===== src/rtl/axis_pkg.sv =====
// Shared AXI-Stream constants and pointer-width helper.
package axis_pkg;

    localparam int unsigned AXIS_DATA_WIDTH = 32;
    localparam int unsigned AXIS_FIFO_DEPTH = 16;
    localparam int unsigned AXIS_ID_WIDTH   = 4;
    localparam int unsigned AXIS_DEST_WIDTH = 4;
    localparam int unsigned AXIS_USER_WIDTH = 1;

    function automatic int unsigned ptr_width(input int unsigned depth);
        return (depth > 1) ? $clog2(depth) : 1;
    endfunction

endpackage


===== src/rtl/axis_if.sv =====
// AXI-Stream bundle. Sideband fields exist only when TSTRB_PRESENT, TKEEP_PRESENT,
// TLAST_PRESENT, TID_PRESENT, TDEST_PRESENT or TUSER_PRESENT is defined.
interface axis_if #(
    parameter int unsigned DATA_WIDTH = axis_pkg::AXIS_DATA_WIDTH
);
    logic                  TVALID;
    logic                  TREADY;
    logic [DATA_WIDTH-1:0] TDATA;
`ifdef TSTRB_PRESENT
    logic [DATA_WIDTH/8-1:0] TSTRB;
`endif
`ifdef TKEEP_PRESENT
    logic [DATA_WIDTH/8-1:0] TKEEP;
`endif
`ifdef TLAST_PRESENT
    logic TLAST;
`endif
`ifdef TID_PRESENT
    logic [axis_pkg::AXIS_ID_WIDTH-1:0] TID;
`endif
`ifdef TDEST_PRESENT
    logic [axis_pkg::AXIS_DEST_WIDTH-1:0] TDEST;
`endif
`ifdef TUSER_PRESENT
    logic [axis_pkg::AXIS_USER_WIDTH-1:0] TUSER;
`endif

    modport s (
`ifdef TSTRB_PRESENT
        input TSTRB,
`endif
`ifdef TKEEP_PRESENT
        input TKEEP,
`endif
`ifdef TLAST_PRESENT
        input TLAST,
`endif
`ifdef TID_PRESENT
        input TID,
`endif
`ifdef TDEST_PRESENT
        input TDEST,
`endif
`ifdef TUSER_PRESENT
        input TUSER,
`endif
        input  TVALID,
        input  TDATA,
        output TREADY
    );

    modport m (
`ifdef TSTRB_PRESENT
        output TSTRB,
`endif
`ifdef TKEEP_PRESENT
        output TKEEP,
`endif
`ifdef TLAST_PRESENT
        output TLAST,
`endif
`ifdef TID_PRESENT
        output TID,
`endif
`ifdef TDEST_PRESENT
        output TDEST,
`endif
`ifdef TUSER_PRESENT
        output TUSER,
`endif
        output TVALID,
        output TDATA,
        input  TREADY
    );

endinterface


===== src/rtl/axis_fifo_mem.sv =====
// Simple dual-port storage: synchronous write, asynchronous read, contents never reset.
module axis_fifo_mem
    import axis_pkg::*;
#(
    parameter int unsigned WIDTH = 8,
    parameter int unsigned DEPTH = 16
) (
    input  logic                        clk,
    input  logic                        we,
    input  logic [ptr_width(DEPTH)-1:0] waddr,
    input  logic [WIDTH-1:0]            wdata,
    input  logic [ptr_width(DEPTH)-1:0] raddr,
    output logic [WIDTH-1:0]            rdata
);

    logic [WIDTH-1:0] mem [DEPTH];

    always_ff @(posedge clk) begin
        if (we) begin
            mem[waddr] <= wdata;
        end
    end

    assign rdata = mem[raddr];

endmodule


===== src/rtl/axis_fifo.sv =====
// First-word fall-through AXI-Stream FIFO. Defining AXIS_FIFO_PACKET_MODE_EN (needs
// TLAST_PRESENT) turns it into store-and-forward with cut-through for oversize packets.
module axis_fifo
    import axis_pkg::*;
#(
    parameter int unsigned DATA_WIDTH = AXIS_DATA_WIDTH,
    parameter int unsigned DEPTH      = AXIS_FIFO_DEPTH
) (
    input  logic                       ACLK,
    input  logic                       ARESET,
    axis_if.s                          s_axis,
    axis_if.m                          m_axis,
    output logic [$clog2(DEPTH+1)-1:0] count,
    output logic [$clog2(DEPTH+1)-1:0] pkt_count
);

    localparam int unsigned PTR_W = ptr_width(DEPTH);
    localparam int unsigned CNT_W = $clog2(DEPTH + 1);
    localparam logic [CNT_W-1:0] FULL = CNT_W'(DEPTH);

`ifdef TSTRB_PRESENT
    localparam int unsigned STRB_W = DATA_WIDTH / 8;
`else
    localparam int unsigned STRB_W = 0;
`endif
`ifdef TKEEP_PRESENT
    localparam int unsigned KEEP_W = DATA_WIDTH / 8;
`else
    localparam int unsigned KEEP_W = 0;
`endif
`ifdef TLAST_PRESENT
    localparam int unsigned LAST_W = 1;
`else
    localparam int unsigned LAST_W = 0;
`endif
`ifdef TID_PRESENT
    localparam int unsigned ID_W = AXIS_ID_WIDTH;
`else
    localparam int unsigned ID_W = 0;
`endif
`ifdef TDEST_PRESENT
    localparam int unsigned DEST_W = AXIS_DEST_WIDTH;
`else
    localparam int unsigned DEST_W = 0;
`endif
`ifdef TUSER_PRESENT
    localparam int unsigned USER_W = AXIS_USER_WIDTH;
`else
    localparam int unsigned USER_W = 0;
`endif
    localparam int unsigned ENTRY_W =
        DATA_WIDTH + STRB_W + KEEP_W + LAST_W + ID_W + DEST_W + USER_W;

    if (DEPTH < 2 || (DEPTH & (DEPTH - 1)) != 0) begin : g_bad_depth
        $error("axis_fifo: DEPTH must be a power of two and at least 2");
    end

    logic [PTR_W-1:0]   wr_ptr_q, rd_ptr_q;
    logic [CNT_W-1:0]   count_q, count_d;
    logic               s_ready_q;
    logic               m_valid;
    logic               push, pop;
    logic [ENTRY_W-1:0] wr_entry, rd_entry;

    assign push = s_axis.TVALID && s_ready_q;
    assign pop  = m_valid && m_axis.TREADY;

    always_comb begin
        count_d = count_q;
        case ({push, pop})
            2'b10:   count_d = count_q + CNT_W'(1);
            2'b01:   count_d = count_q - CNT_W'(1);
            default: count_d = count_q;
        endcase
    end

    // Ready is taken from the next count so it never depends on m_axis.TREADY combinationally.
    always_ff @(posedge ACLK) begin
        if (ARESET) begin
            wr_ptr_q  <= '0;
            rd_ptr_q  <= '0;
            count_q   <= '0;
            s_ready_q <= 1'b0;
        end else begin
            if (push) wr_ptr_q <= wr_ptr_q + PTR_W'(1);
            if (pop)  rd_ptr_q <= rd_ptr_q + PTR_W'(1);
            count_q   <= count_d;
            s_ready_q <= (count_d < FULL);
        end
    end

    // Field order, LSB first: TDATA, TSTRB, TKEEP, TLAST, TID, TDEST, TUSER.
    assign wr_entry = {
`ifdef TUSER_PRESENT
        s_axis.TUSER,
`endif
`ifdef TDEST_PRESENT
        s_axis.TDEST,
`endif
`ifdef TID_PRESENT
        s_axis.TID,
`endif
`ifdef TLAST_PRESENT
        s_axis.TLAST,
`endif
`ifdef TKEEP_PRESENT
        s_axis.TKEEP,
`endif
`ifdef TSTRB_PRESENT
        s_axis.TSTRB,
`endif
        s_axis.TDATA
    };

    axis_fifo_mem #(
        .WIDTH (ENTRY_W),
        .DEPTH (DEPTH)
    ) u_mem (
        .clk   (ACLK),
        .we    (push),
        .waddr (wr_ptr_q),
        .wdata (wr_entry),
        .raddr (rd_ptr_q),
        .rdata (rd_entry)
    );

    assign m_axis.TDATA = rd_entry[DATA_WIDTH-1:0];
`ifdef TSTRB_PRESENT
    assign m_axis.TSTRB = rd_entry[DATA_WIDTH +: STRB_W];
`endif
`ifdef TKEEP_PRESENT
    assign m_axis.TKEEP = rd_entry[DATA_WIDTH + STRB_W +: KEEP_W];
`endif
`ifdef TLAST_PRESENT
    assign m_axis.TLAST = rd_entry[DATA_WIDTH + STRB_W + KEEP_W];
`endif
`ifdef TID_PRESENT
    assign m_axis.TID = rd_entry[DATA_WIDTH + STRB_W + KEEP_W + LAST_W +: ID_W];
`endif
`ifdef TDEST_PRESENT
    assign m_axis.TDEST = rd_entry[DATA_WIDTH + STRB_W + KEEP_W + LAST_W + ID_W +: DEST_W];
`endif
`ifdef TUSER_PRESENT
    assign m_axis.TUSER =
        rd_entry[DATA_WIDTH + STRB_W + KEEP_W + LAST_W + ID_W + DEST_W +: USER_W];
`endif

`ifdef AXIS_FIFO_PACKET_MODE_EN
`ifdef TLAST_PRESENT
    logic [CNT_W-1:0] pkt_q;
    logic             cut_q;
    logic             push_last, pop_last;

    assign push_last = push && s_axis.TLAST;
    assign pop_last  = pop && rd_entry[DATA_WIDTH + STRB_W + KEEP_W];

    // A full FIFO with no complete packet holds one oversize packet: stream it out.
    always_ff @(posedge ACLK) begin
        if (ARESET) begin
            pkt_q <= '0;
            cut_q <= 1'b0;
        end else begin
            if (push_last && !pop_last) begin
                pkt_q <= pkt_q + CNT_W'(1);
            end else if (pop_last && !push_last) begin
                pkt_q <= pkt_q - CNT_W'(1);
            end
            if (pop_last) begin
                cut_q <= 1'b0;
            end else if (count_q == FULL && pkt_q == '0) begin
                cut_q <= 1'b1;
            end
        end
    end

    assign m_valid   = (count_q != '0) && ((pkt_q != '0) || cut_q || (count_q == FULL));
    assign pkt_count = pkt_q;
`else
    if (1) begin : g_no_tlast
        $error("axis_fifo: AXIS_FIFO_PACKET_MODE_EN requires TLAST_PRESENT");
    end
    assign m_valid   = (count_q != '0);
    assign pkt_count = '0;
`endif
`else
    assign m_valid   = (count_q != '0);
    assign pkt_count = '0;
`endif

    assign m_axis.TVALID = m_valid;
    assign s_axis.TREADY = s_ready_q;
    assign count         = count_q;

endmodule

===== src/flat_wrapper.sv =====
// flat-port wrapper written by rule: the top's interface ports become plain ports
module axis_fifo_flat import axis_pkg::*;
#(
    parameter int unsigned DATA_WIDTH = AXIS_DATA_WIDTH,
    parameter int unsigned DEPTH      = AXIS_FIFO_DEPTH
)
  (ACLK, ARESET, count, pkt_count, s_axis_TVALID, s_axis_TDATA, s_axis_TREADY, m_axis_TVALID, m_axis_TDATA, m_axis_TREADY);
  axis_if #(.DATA_WIDTH(DATA_WIDTH)) s_axis_i ();
  axis_if #(.DATA_WIDTH(DATA_WIDTH)) m_axis_i ();
  input  logic ACLK;
  input  logic ARESET;
  output logic [$clog2(DEPTH+1)-1:0] count;
  output logic [$clog2(DEPTH+1)-1:0] pkt_count;
  input wire logic [$bits(s_axis_i.TVALID)-1:0] s_axis_TVALID;
  input wire logic [$bits(s_axis_i.TDATA)-1:0] s_axis_TDATA;
  output wire logic [$bits(s_axis_i.TREADY)-1:0] s_axis_TREADY;
  output wire logic [$bits(m_axis_i.TVALID)-1:0] m_axis_TVALID;
  output wire logic [$bits(m_axis_i.TDATA)-1:0] m_axis_TDATA;
  input wire logic [$bits(m_axis_i.TREADY)-1:0] m_axis_TREADY;
  assign s_axis_i.TVALID = s_axis_TVALID;
  assign s_axis_i.TDATA = s_axis_TDATA;
  assign s_axis_TREADY = s_axis_i.TREADY;
  assign m_axis_TVALID = m_axis_i.TVALID;
  assign m_axis_TDATA = m_axis_i.TDATA;
  assign m_axis_i.TREADY = m_axis_TREADY;
  axis_fifo #(.DATA_WIDTH(DATA_WIDTH), .DEPTH(DEPTH)) u_core (.ACLK(ACLK), .ARESET(ARESET), .s_axis(s_axis_i), .m_axis(m_axis_i), .count(count), .pkt_count(pkt_count));
endmodule

===== config.mk =====
export PLATFORM = sky130hd
export DESIGN_NAME = axis_fifo_flat
export DESIGN_NICKNAME = d
export VERILOG_FILES = /design/src/rtl/axis_pkg.sv /design/src/rtl/axis_if.sv /design/src/rtl/axis_fifo_mem.sv /design/src/rtl/axis_fifo.sv /design/src/flat_wrapper.sv
export SDC_FILE = /design/constraint.sdc
export NUM_CORES = 1
export LEC_CHECK = 0
export BUFFER_PORTS_ARGS = -buffer_cell sky130_fd_sc_hd__buf_2
export CORE_MARGIN = 2
export CORE_UTILIZATION = 40
export CTS_CLUSTER_SIZE = 8
export DETAILED_ROUTE_END_ITERATION = 10
export GPL_TIMING_DRIVEN = 0
export PLACE_DENSITY = 0.57
export SLEW_MARGIN = 20
export SYNTH_ARGS = -nofsm -noshare
export SYNTH_HDL_FRONTEND = slang
export SYNTH_SLANG_ARGS = --single-unit

===== constraint.sdc =====
create_clock -name ACLK -period 4 [get_ports ACLK]
set_input_delay 0.8 -clock ACLK [delete_from_list [all_inputs] [get_ports ACLK]]
set_output_delay 0.8 -clock ACLK [all_outputs]
set_load 0.005 [all_outputs]

Word-level counts from Yosys, hierarchy flattened
Memory sizes are Yosys's and may differ from the RTL's. A register that Yosys moved wholly into a read port is not among the register bits.
Index checks and enable logic that the tools add are counted.
{ "op_classes": {"n_addsub": 4, "multipliers": 0, "div_mod_pow": 0, "n_lt_le_gt_ge": 1, "eq_ne": 2, "shifts": 0, "muxes": 5, "bitwise_logic": 0, "reduce_logical": 3} }
{ "op_table": {"columns": ["operator", "count"], "rows": [
  ["one-hot mux 5 bit (2 select lines)", 1],
  ["adder 4 x 1 -> 4 bit (second input constant)", 2],
  ["2-to-1 mux 4 bit", 2],
  ["adder 5 x 1 -> 5 bit (second input constant)", 1],
  ["< comparator 5 bit (second input constant)", 1],
  ["nonzero test 5 bit", 1],
  ["subtractor 5 x 1 -> 5 bit (second input constant)", 1],
  ["equality test 2 x 1 -> 1 bit (second input constant)", 1],
  ["equality test 2 bit (second input constant)", 1],
  ["logical AND 1 bit", 2],
  ["2-to-1 mux 1 bit", 2]
]} }
{ "totals": {"regBits": 14, "latchBits": 0, "ramBits": 512, "mem_bits_ro": 0, "in_bits": 36, "word_cells": 20, "mem_count": 1} }
{ "mem_list": {"columns": ["name", "words", "word_bits", "read_ports", "rd_clocked_by_memory_dff", "write_ports", "line", "source"], "rows": [
  ["u_core.u_mem.mem", 16, 32, 1, 1, 1, "axis_fifo_mem.sv:16", "logic [WIDTH-1:0] mem [DEPTH];"]
]} }

Logic depth before layout (Yosys ltp)
{ "logic_depth": {"ltp_word": 5, "mapped_depth": 12, "mapped_depth_nobuf": 10} }

Modules after synthesis
From an unflattened synthesis, not the netlist that was laid out.
{ "hier_totals": {"cells_unflattened": 893, "hier_area_um2": 19990.4} }
{ "modules_own_cells": {"columns": ["mod", "n_inst", "cells_per_inst", "area_per_inst_um2"], "rows": [
  ["axis_fifo_mem", 1, 806, 19213.4],
  ["axis_fifo", 1, 87, 777.0]
]} }

Least setup slack after synthesis
OpenSTA, ideal clock, no wires.
{ "synth_timing": {"path_kind": "flip-flop to flip-flop", "start": "register u_core.count_q[1] (netlist: u_core.count[1])", "end": "register with a tool-made name", "setup_ns": 0.120, "arrival_ns": 2.752, "required_time_ns": 3.880, "slack_ns": 1.129, "path_stages_with_launch": 13, "period_less_slack_ns": 2.871, "cell_sequence": "dfxtp_1 clkbuf_1 or4_1 o21ai_2 inv_1 ha_1 clkbuf_1 xor2_1 ha_1 o21ai_0 a21oi_1 o32a_1 mux2i_1"} }
{ "synth_lines": {"columns": ["item", "line", "source"], "rows": [
  ["start, declared", "axis_fifo.sv:59", "logic [CNT_W-1:0] count_q, count_d;"],
  ["start signal, assigned", "axis_fifo.sv:87", "count_q <= count_d;"]
]} }

==> impl_metrics.csv <==
group,metric,value,unit
detailed_routing,dr_wl_met3,2260,um
worst_setup_path,cpLargestDelayFamily,"buffers and inverters",
logic_synthesis,ys_types,39,
finish,utilization,47.2,%
detailed_routing,wl,45100,um
worst_setup_path,r2r_slack,0.84,ns
clock_tree,cts_num_sinks,530,
placed_design,gp_congestion,0.722,
worst_setup_path,crit_chain,"clkbuf_1, clkbuf_2, mux4_2, mux4_2, buf_2",
die,die_w,230,um
sta,finalCriticalPeriod,3.86,ns
clock_tree,cts_buffers,76,
logic_synthesis,yosysSeqAreaShare,77.0,%
finish,antenna_cells,0,
worst_setup_path,worst_ep_arrival_time,3.06,ns
worst_setup_path,crit_type,"flip-flop to output port",
sta,relSlewSlack,37.8,%
power_and_ir_drop,irDropWorstVdd,324,uV
sta,tightest_slew,0.934,ns
grt,grt_max_degree,33,
grt,first_global_vias,9833,
finish,nets,1035,
logic_synthesis,synth_edf_count,512,
worst_setup_path,reg2reg_depth,12,
sta,min_period_over_period,96.6,%
die,die_height,230,um
finish,layout.cells.non_filler,1677,
worst_setup_path,worstPathMaxFanout,10,
power_and_ir_drop,clock_power_share,38.1,%
detailed_routing,drtPass1Iterations,4,
worst_setup_path,r2r_start,"u_core.count[1]",
detailed_routing,drt-met1-wl,20200,um
logic_synthesis,synth.cell_area,20400,sq um
detailed_routing,avgViaCountPerCell,5.46,
placed_design,placed_cell_area,21700,sq um
logic_synthesis,postSynthCellCount,834,
worst_setup_path,r2r-end,"u_core.s_axis.TREADY",
grt,grt_pass1_wl,65600,um
grt,overflow,0,
finish,final_cell_mix,"edfxtp_1 (512), mux4_2 (127), clkbuf_16 (78)",
worst_setup_path,slowest_delay,0.55,ns
power_and_ir_drop,pwr-share-comb,19.1,%
sta,setup_viol,0,
logic_synthesis,avgSynthCellArea,24.5,sq um
clock_tree,cts_buffer_depth,3,
logic_synthesis,synth_ff_type,"edfxtp_1",
power_and_ir_drop,power_density,622,nW/um^2
clock_tree,root_buffer,"clkbuf_16",
worst_setup_path,critPathSlowestCell,"clkbuf_1",
clock_tree,h-tree-depth,3,
clock_tree,cts_hold_buf,0,
die,die_area,52900,sq um
detailed_routing,wl_met2,21900,um
placed_design,port_buffers,74,
sta,rsz0062_at_grt,"false",
detailed_routing,routed-via-count,9153,
detailed_routing,drcViolationCount,0,
sta,finClkSkew,0.0195,ns
worst_setup_path,endpoint,"m_axis_TDATA[24]",
finish,layout_commonest_cell,"edfxtp_1",
logic_synthesis,yosysWarningCount,0,
sta,max_freq,259,MHz
detailed_routing,drtIter0Drc,847,
die,rows,82,
detailed_routing,antenna_left,0,
finish,drive_above_1_share,33.7,%
sta,hold_ws,0.495,ns
finish,area_growth_syn_to_layout,16.3,%
placed_design,dp_hpwl,23100,um
logic_synthesis,ys_async_sr_fraction,0,%
flow_run,drv_cap,0,
sta,maxSlewViolCount,0,
grt,antenna_found_initial,1,
clock_tree,clk_pin_slew,0.05,ns
power_and_ir_drop,pwr-share-seq,42.8,%
worst_setup_path,crit_path_end_kind,"output port",
sta,fin_setup_tns,0,ns
worst_setup_path,cp-start-kind,"flip-flop",
die,core_region_area,50300,sq um
power_and_ir_drop,p_sw,3.61,mW
die,ioPinCount,80,
placed_design,dpl.cell_count,1584,
die,start_util,40.6,%
detailed_routing,top_layer_used,"met5",
power_and_ir_drop,internal-power,11.2,mW
logic_synthesis,ys_ff_latch,530,
worst_setup_path,cp.buffers_inverters,3,
worst_setup_path,worstPathRequired,3.20,ns
worst_setup_path,crit_top_cell,"mux4_2",
power_and_ir_drop,switching_share,24.4,%
clock_tree,cts_tree,"yes",
worst_setup_path,cp.depth,5,
min_path,min-delay-path-class,"input port to flip-flop",
clock_tree,insertion_delay,0.59,ns
outcome,outcome,"finished clean",
grt,grt_use_total,17.4,%
power_and_ir_drop,p_leak,7.56,nW
detailed_routing,wl_per_cell,26.9,um
sta,hold_viol,0,
finish,final_area,23800,sq um
[state kept, by name (all words and copies together), names as in the netlist, named ones only]
signal,cells
u_core.s_axis.TREADY,1
u_core.u_mem.mem,512
u_core.wr_ptr_q,4
u_core.count,4
u_core.rd_ptr_q,4
[Yosys cell counts, types with 3 or more instances]
cell type | number | area, sq um
o21ai_0 | 4 | 20.0
mux2i_1 | 5 | 50.1
nand2_1 | 7 | 26.3
buf_4 | 5 | 37.5
buf_2 | 3 | 15.0
clkbuf_1 | 22 | 82.6
ha_1 | 9 | 113
nor3b_1 | 3 | 22.5
and2_1 | 17 | 106
xor2_1 | 6 | 52.6
inv_1 | 7 | 26.3
mux4_2 | 127 | 2860
edfxtp_1 | 512 | 15400
dfxtp_1 | 18 | 360
buf_6 | 13 | 146
a21oi_1 | 6 | 30.0
nor2_1 | 9 | 33.8
mux4_1 | 33 | 867
[routing by layer]
metal / GRT usage [%] / up-vias
li1: - / 3884
met3: 3.48 / 56
met1: 24.2 / 4952
met5: 0 / -
met4: 4.92 / 2
met2: 28.1 / 259
[per-stage QoR]
stage | worst slack [ns] | total power [mW]
after floorplan | 1.13 | 8.39
after global placement | -0.144 | 9.29
after detailed placement | 0.387 | 9.32
after CTS | 0.0911 | 15.0
after global routing | 0.0153 | 15.4
final | 0.136 | 14.8
[worst min path at each step]
stage                  startpoint  depth (start not counted)                  to
2_1_floorplan  u_core.rd_ptr_q[3]                          2           flip-flop
3_3_place_gp   u_core.rd_ptr_q[3]                          2  u_core.rd_ptr_q[3]
3_5_place_dp   u_core.rd_ptr_q[3]                          2  u_core.rd_ptr_q[3]
4_1_cts                    ARESET                          2     u_core.count[2]
5_1_grt                    ARESET                          2     u_core.count[2]
6_report                   ARESET                          2     u_core.count[2]
[power groups by stage]
| stage | clock network [mW] | logic (mW) | registers [mW] |
|---|---|---|---|
| 2_1_floorplan | 0 | 1.97 | 6.42 |
| 3_3_place_gp | 0 | 2.85 | 6.43 |
| 3_5_place_dp | 0 | 2.89 | 6.43 |
| 4_1_cts | 5.73 | 2.90 | 6.33 |
| 5_1_grt | 5.96 | 3.05 | 6.34 |
| 6_report | 5.62 | 2.82 | 6.33 |
[logic make-up (layout without fill, tap and decap cells)]
group                    count (synthesis)  count (layout)  synth area share [%]
multiplexers                           165             165                  18.5
other                                    1               5                0.0184
XOR/XNOR                                 8               8                 0.343
AND/OR/NAND/NOR                         50              50                  1.35
adder cells (fa/ha/maj)                  9               9                 0.551
AO/OA/AOI/OAI                           18              18                 0.576
flip-flops                             530             530                  77.0
buffers and inverters                   53             220                  1.62
[repair_timing]
item                       in CTS  in global routing
gates resized for setup        13                  2
buffers inserted                0                  0
setup endpoints to repair      32                  1
[cell type report]
| type | count | area [sq um] |
|---|---|---|
| repair buffers | 74 | 370 |
| plain buffers | 46 | 327 |
| fillers | 4124 | 26500 |
| well taps | 672 | 841 |
| clock inverters | 7 | 60.1 |
| multi-input cells | 255 | 4410 |
| clock buffers | 86 | 1980 |
| inverters | 7 | 26.3 |
| flip-flops and latches | 530 | 15700 |
Power figures use the tool's default switching activity.
